[src/rtl/regfile_pipe.sv]
// rtl/regfile_pipe.sv - register file with two combinational read ports, staged write port and sequential clear
// Optional feature: define REGFILE_R0_ZERO_EN to hardwire register 0 to zero.
module regfile_pipe #(
    parameter int WIDTH       = 16,
    parameter int AW          = 3,
    parameter int RESET_INDEX = 1
) (
    input  logic             clock,
    input  logic             reset,
    input  logic [AW-1:0]    rd_addr_a,
    output logic [WIDTH-1:0] rd_data_a,
    input  logic [AW-1:0]    rd_addr_b,
    output logic [WIDTH-1:0] rd_data_b,
    input  logic             wr_valid,
    output logic             wr_ready,
    input  logic [AW-1:0]    wr_addr,
    input  logic [WIDTH-1:0] wr_data,
    input  logic             clr_req,
    output logic             busy
);

    localparam int NREG = 2 ** AW;

    typedef enum logic {
        S_IDLE  = 1'b0,
        S_CLEAR = 1'b1
    } state_t;

    state_t           r_state;
    logic [AW:0]      r_cnt;
    logic             r_pend_valid;
    logic [AW-1:0]    r_pend_addr;
    logic [WIDTH-1:0] r_pend_data;
    logic [WIDTH-1:0] r_mem [NREG];

    logic             w_accept;
    logic             w_commit;
    logic             w_hit_a;
    logic             w_hit_b;
    logic [WIDTH-1:0] w_raw_a;
    logic [WIDTH-1:0] w_raw_b;

    function automatic logic [WIDTH-1:0] reset_val(input int idx);
`ifdef REGFILE_R0_ZERO_EN
        if (idx == 0) return '0;
`endif
        return (RESET_INDEX != 0) ? WIDTH'(idx) : '0;
    endfunction

    assign wr_ready = (r_state == S_IDLE) && !clr_req;
    assign busy     = (r_state == S_CLEAR);
    assign w_accept = wr_valid && wr_ready;

`ifdef REGFILE_R0_ZERO_EN
    assign w_commit = r_pend_valid && (r_pend_addr != '0);
`else
    assign w_commit = r_pend_valid;
`endif

    // Staged write is bypassed to the read ports until it lands in the array.
    assign w_hit_a = r_pend_valid && (r_pend_addr == rd_addr_a);
    assign w_hit_b = r_pend_valid && (r_pend_addr == rd_addr_b);
    assign w_raw_a = w_hit_a ? r_pend_data : r_mem[rd_addr_a];
    assign w_raw_b = w_hit_b ? r_pend_data : r_mem[rd_addr_b];

`ifdef REGFILE_R0_ZERO_EN
    assign rd_data_a = (rd_addr_a == '0) ? '0 : w_raw_a;
    assign rd_data_b = (rd_addr_b == '0) ? '0 : w_raw_b;
`else
    assign rd_data_a = w_raw_a;
    assign rd_data_b = w_raw_b;
`endif

    always_ff @(posedge clock or posedge reset) begin
        if (reset) begin
            for (int i = 0; i < NREG; i++) begin
                r_mem[i] <= reset_val(i);
            end
            r_state      <= S_IDLE;
            r_cnt        <= '0;
            r_pend_valid <= 1'b0;
            r_pend_addr  <= '0;
            r_pend_data  <= '0;
        end else begin
            if (w_commit) begin
                r_mem[r_pend_addr] <= r_pend_data;
            end
            r_pend_valid <= w_accept;
            if (w_accept) begin
                r_pend_addr <= wr_addr;
                r_pend_data <= wr_data;
            end
            // Nothing is pending while clearing, so the clear write never collides with a commit.
            case (r_state)
                S_IDLE: begin
                    if (clr_req) begin
                        r_state <= S_CLEAR;
                        r_cnt   <= '0;
                    end
                end
                S_CLEAR: begin
                    r_mem[r_cnt[AW-1:0]] <= '0;
                    if (r_cnt == (AW+1)'(NREG - 1)) begin
                        r_state <= S_IDLE;
                        r_cnt   <= '0;
                    end else begin
                        r_cnt <= r_cnt + 1'b1;
                    end
                end
                default: r_state <= S_IDLE;
            endcase
        end
    end

endmodule

[config.mk]
export PLATFORM = sky130hd
export DESIGN_NAME = regfile_pipe
export DESIGN_NICKNAME = d
export VERILOG_FILES = /design/src/rtl/regfile_pipe.sv
export SDC_FILE = /design/constraint.sdc
export NUM_CORES = 1
export LEC_CHECK = 0
export ABC_CLOCK_PERIOD_IN_PS = 5150
export CORE_ASPECT_RATIO = 1.1
export CORE_MARGIN = 5
export CORE_UTILIZATION = 55
export DETAILED_ROUTE_END_ITERATION = 8
export DONT_BUFFER_PORTS = 1
export PLACE_DENSITY = 0.73
export SLEW_MARGIN = 0
export SYNTH_ARGS = -nofsm -noshare
export SYNTH_HDL_FRONTEND = slang
export SYNTH_SLANG_ARGS = --single-unit
[constraint.sdc]
create_clock -name clock -period 5.15 [get_ports clock]
set_input_delay 1.03 -clock clock [delete_from_list [all_inputs] [get_ports clock]]
set_output_delay 1.03 -clock clock [all_outputs]
set_load 0.01 [all_outputs]
[Word-level counts from Yosys, hierarchy flattened]
Index checks and enable logic that the tools add are counted.
W data, S select, Z words.
Word-level totals
  flip-flop bits (word level): 153
  bits in latches: 0
  bits in writable memories: 0
  bits in read-only memories: 0
  logic and storage cells: 59
  memories kept: 0
Cells by class
  $add $sub $neg: 1
  multipliers: 0
  divide/modulo/power cells: 0
  order comparisons: 6
  equal/unequal tests: 4
  shifts and indexed selects: 0
  mux-type cells: 21
  bitwise gates (word level): 7
  reductions and logical operators: 7
Operator list (number)
  $mux W128: 2
  $and A128 B128 Y128: 1
  $bwmux W128: 1
  $mux W16: 8
  $not A128 Y128: 1
  $bmux W16 S3: 2
  $demux W16 S3: 2
  $ge A4 B4 Y1 const B: 4
  $not A3 Y4: 4
  $lt A4 B1 Y1 const B: 2
  $mux W4: 2
  $pmux W4 S2: 1
  $eq A3 B3 Y1: 2
  $logic_and A1 B1 Y1: 6
  $add A4 B1 Y4 const B: 1
  $eq A4 B3 Y1 const B: 1
  $mux W1: 2
  $ne A2 B2 Y1 const B: 1
  $pmux W1 S2: 1
  $logic_not A1 Y1: 1
  $not A1 Y1: 1

[Logic depth before layout (Yosys ltp)]
  depth after elaboration: 9
  depth in mapped cells: 7
  mapped depth without buffers: 4

[Worst setup path before layout]
OpenSTA, ideal clock, no wires.
  path type: in2out
  start: input rd_addr_a[0]
  end: output rd_data_a[13]
  arrival time: 2348 ps
  path slack: 1772 ps
  stages: 5
  path buffers: 2
  path through: buf_6 > buf_6 > mux4_1 > mux2_2 > mux2_4
Between the ends
  longest elaborated chain between the ends: 5
RTL lines
  start: declaration: RTL line 10  | input logic [AW-1:0] rd_addr_a,
  $not A3 Y4 (implied by the code): RTL line 63  | assign w_raw_a = w_hit_a ? r_pend_data : r_mem[rd_addr_a];
  $bmux W16 S3: RTL line 63
  $mux W16 (implied by the code) (2 in a row): RTL line 63
  $mux W16 *: RTL line 63
  end: declaration: RTL line 11  | output logic [WIDTH-1:0] rd_data_a,
Every way passes the cells marked *; elsewhere a longest branch is shown, timed or not. The select of a mux whose other input is x is not followed.

[Worst setup path in the final report]
  start: register r_pend_addr[2]
  end: output rd_data_a[7]
Between the ends
  longest elaborated chain between the ends: 3
RTL lines
  start: declaration: RTL line 32  | logic [AW-1:0] r_pend_addr;
  start signal: assignment: RTL line 90  | r_pend_addr <= wr_addr;
  $eq A3 B3 Y1: RTL line 61  | assign w_hit_a = r_pend_valid && (r_pend_addr == rd_addr_a);
  $logic_and A1 B1 Y1: RTL line 61
  $mux W16: RTL line 63
No other way between the ends.

==> run_results.csv <==
group,metric,value,unit
placed_design,dpl_cell_area,8796,µm²
setup_path,r2r-start,"r_pend_addr[0]$_DFFE_PP0P_",
detailed_routing,drt_iter0_markers,780,
global_routing,grt_pass1_wl,36.54,mm
sta,rsz0062_at_grt,"no",
detailed_routing,wl_met3,2.067,mm
sta,finalCriticalPeriod,3.672,ns
floorplan,coreArea,16190,µm²
hold_path,hold_depth,2,
sta,maxSlewViolCount,0,
cts,clk_path_buf_depth,2,
cells_and_area,drive_gt1_frac,0.2187,
hold_path,holdPathEnd,"r_mem[1]$_DFF_PP1_",
power,p_per_area,416.9,nW/µm²
yosys,syn_inst,826,
floorplan,initial_core_util,0.5527,
setup_path,regToRegSetupSlack,2.80,ns
yosys,ys_types,34,
cells_and_area,register_area,3844,µm²
setup_path,r2r.worst_path.cells,3,
sta,fin_tns_setup,0,ns
sta,min_period_over_period,0.7130,
global_routing,grt_max_degree,118,
cts,post-cts-setup-buffers,0,
cells_and_area,diodes,0,
cells_and_area,area_growth,4.979,%
global_routing,grt_pass1_vias,6624,
job,max-cap-violations,0,
setup_path,crit_arrival,2.64,ns
power,finalPower,3.915,mW
placed_design,port_buffers,0,
floorplan,rows,49,
sta,hold-worst-slack,0.4789,ns
cells_and_area,multiInputGateArea,4628,µm²
floorplan,die_x,131.6,µm
cts,h-tree-depth,4,
setup_path,crit_type,"reg -> out",
yosys,synth_edf_count,0,
detailed_routing,drt-pass1-iter-count,5,
yosys,yosysTopAreaCell,"dfrtp_1",
yosys,async_flop_share,1.000,
cts,cts_resized,0,
detailed_routing,dr.max_layer_used,"met4",
global_routing,gr-total-overflow,0,
detailed_routing,wl_met2,11.11,mm
cts,cts-hold-fix-buffers,0,
cts,cts_tree,"done",
yosys,ys.flop_type,"dfrtp_1",
sta,clock_skew,0.005429,ns
detailed_routing,wl_met1,8.610,mm
setup_path,worstSetupEndpointType,"output port",
cells_and_area,fin_area,9392,µm²
yosys,synth_area_leaders,"dfrtp_1 39%, mux4_1 11%, nand2_1 11%",
yosys,seq_area_frac_synth,0.4297,
cells_and_area,final_net_count,799,
cts,path_clk_slew,0.06,ns
yosys,avgSynthCellArea,10.83,µm²
cts,clockRootBuffer,"clkbuf_16",
sta,worst-slew-pin-transition,1.142,ns
sta,fmax,272.3,MHz
cts,cts.sinks,153,
setup_path,critPathRequiredTime,4.12,ns
sta,hold_viol,0,
setup_path,cp-start-kind,"flop",
placed_design,place_ws,1.703,ns
cts,clkLatencyLatePin,0.43,ns
sta,slew_headroom,0.2359,
detailed_routing,viasPerCell,6.570,
hold_path,min_from,"r_mem[1]$_DFF_PP1_",
floorplan,pin_count,63,
setup_path,crit_fanout,19,
global_routing,antenna_found_initial,0,
yosys,netlist_area,8946,µm²
detailed_routing,wl,22.60,mm
placed_design,hpwl,15.19,mm
cells_and_area,fillers,1275,
yosys,yosys-top-cells-count,"262 x nand2_1, 141 x dfrtp_1, 129 x a21oi_1, 68 x mux2_2, 47 x clkbuf_1",
yosys,ys_ff_latch,153,
cts,cts_made_buffers,17,
setup_path,r2r_end,"r_mem[13]$_DFF_PP0_",
yosys,synth_top_area_share,0.3944,
power,peakVddDrop,0.2345,mV
yosys,ys_warn_count,0,
floorplan,die_area,18920,µm²
power,p_leak,4.086,nW
placed_design,place.gp.congestion,0.9174,
detailed_routing,vias,6478,
status,outcome,"finished, final reports clean",
yosys,syn_nets,856,
sta,finalSetupViolations,0,
sta,setup_ws,1.478,ns
detailed_routing,final_antenna_net_count,0,
detailed_routing,post_drt_wl_per_cell,22.92,µm
detailed_routing,drc,0,
floorplan,die_h,143.8,µm
global_routing,grt_use_total,0.2466,
yosys,yosysMostFrequentCell,"nand2_1",
hold_path,hold_class,"reg -> reg",
flip-flops by register name, summed over array words and instances (netlist names):
name and cells:
r_cnt 4, r_mem 128, r_pend_data 16, busy 1
r_pend_valid 1, r_pend_addr 3
stage by stage:
stage / std cells / util
2_1_floorplan: 826 / -
3_3_place_gp: 954 / 0.5434
3_5_place_dp: 954 / 0.5434
4_1_cts: 986 / 0.5802
5_1_grt: 986 / 0.5802
6_report: 986 / 0.5802
logic make-up (layout without fill, tap and decap cells):
family / Yosys count / in the layout / share of synthesized area
xor gates and xnor gates: 7 / 7 / 0.006853
and+or+nand+nor: 299 / 299 / 0.1420
muxes: 149 / 149 / 0.2901
buffers and inverters: 85 / 41 / 0.05622
DFF: 153 / 153 / 0.4296
AOI/OAI and AO/OA: 132 / 132 / 0.07385
adders and majority gates: 1 / 1 / 0.001398
where the power goes:
group          internal [mW]  leakage (nW)  total (mW)  switching [mW]
registers               1.41          2.05        1.86           0.449
logic                  0.396          1.75       0.804           0.408
clock network          0.742         0.290        1.25           0.506
total                   2.55          4.09        3.92            1.36
placed cells by master (no fill, tap or decap), types with 4 or more instances in the layout:
master	instances
dfstp_2	12
dfrtp_1	141
nor2_1	9
inv_6	4
mux4_2	26
buf_4	8
mux4_1	38
xnor2_1	6
mux2_4	15
mux2_2	68
nand2_1	262
nand2b_1	6
a21oi_1	129
clkbuf_16	17
how the worst max path moves through the flow:
| stage | startpoint | to | cells past startpoint |
|---|---|---|---|
| 6_report | r_pend_addr[2]$_DFFE_PP0P_ | rd_data_a[7] | 3 |
| 5_1_grt | r_pend_addr[2]$_DFFE_PP0P_ | rd_data_a[7] | 3 |
| 4_1_cts | r_pend_addr[2]$_DFFE_PP0P_ | rd_data_a[7] | 3 |
| 3_5_place_dp | rd_addr_a[1] | rd_data_a[7] | 3 |
| 3_3_place_gp | rd_addr_a[0] | rd_data_a[10] | 3 |
| 2_1_floorplan | reset | busy$_DFF_PP0_ | 1 |
critical path, cell delays in order (launching register included):
cell	delay, ns
dfrtp_1	0.79
xnor2_1	0.21
nand4_2	0.63
mux2_2	0.58
layout make-up:
| class | count | area share |
|---|---|---|
| Tap cell | 204 | 0.02718 |
| Inverter | 1 | 0.0009326 |
| Multi-Input combinational cell | 588 | 0.4928 |
| Timing Repair Buffer | 8 | 0.006395 |
| Sequential cell | 153 | 0.4093 |
| Clock buffer | 19 | 0.04823 |
| Clock inverter | 13 | 0.01519 |
metal layers:
layer,track usage,vias up
met2,0.4000,382
met4,0.1197,0
met5,0,-
li1,-,2812
met3,0.06303,68
met1,0.3129,3216
No activity file was read; power rests on OpenSTA's default activity.
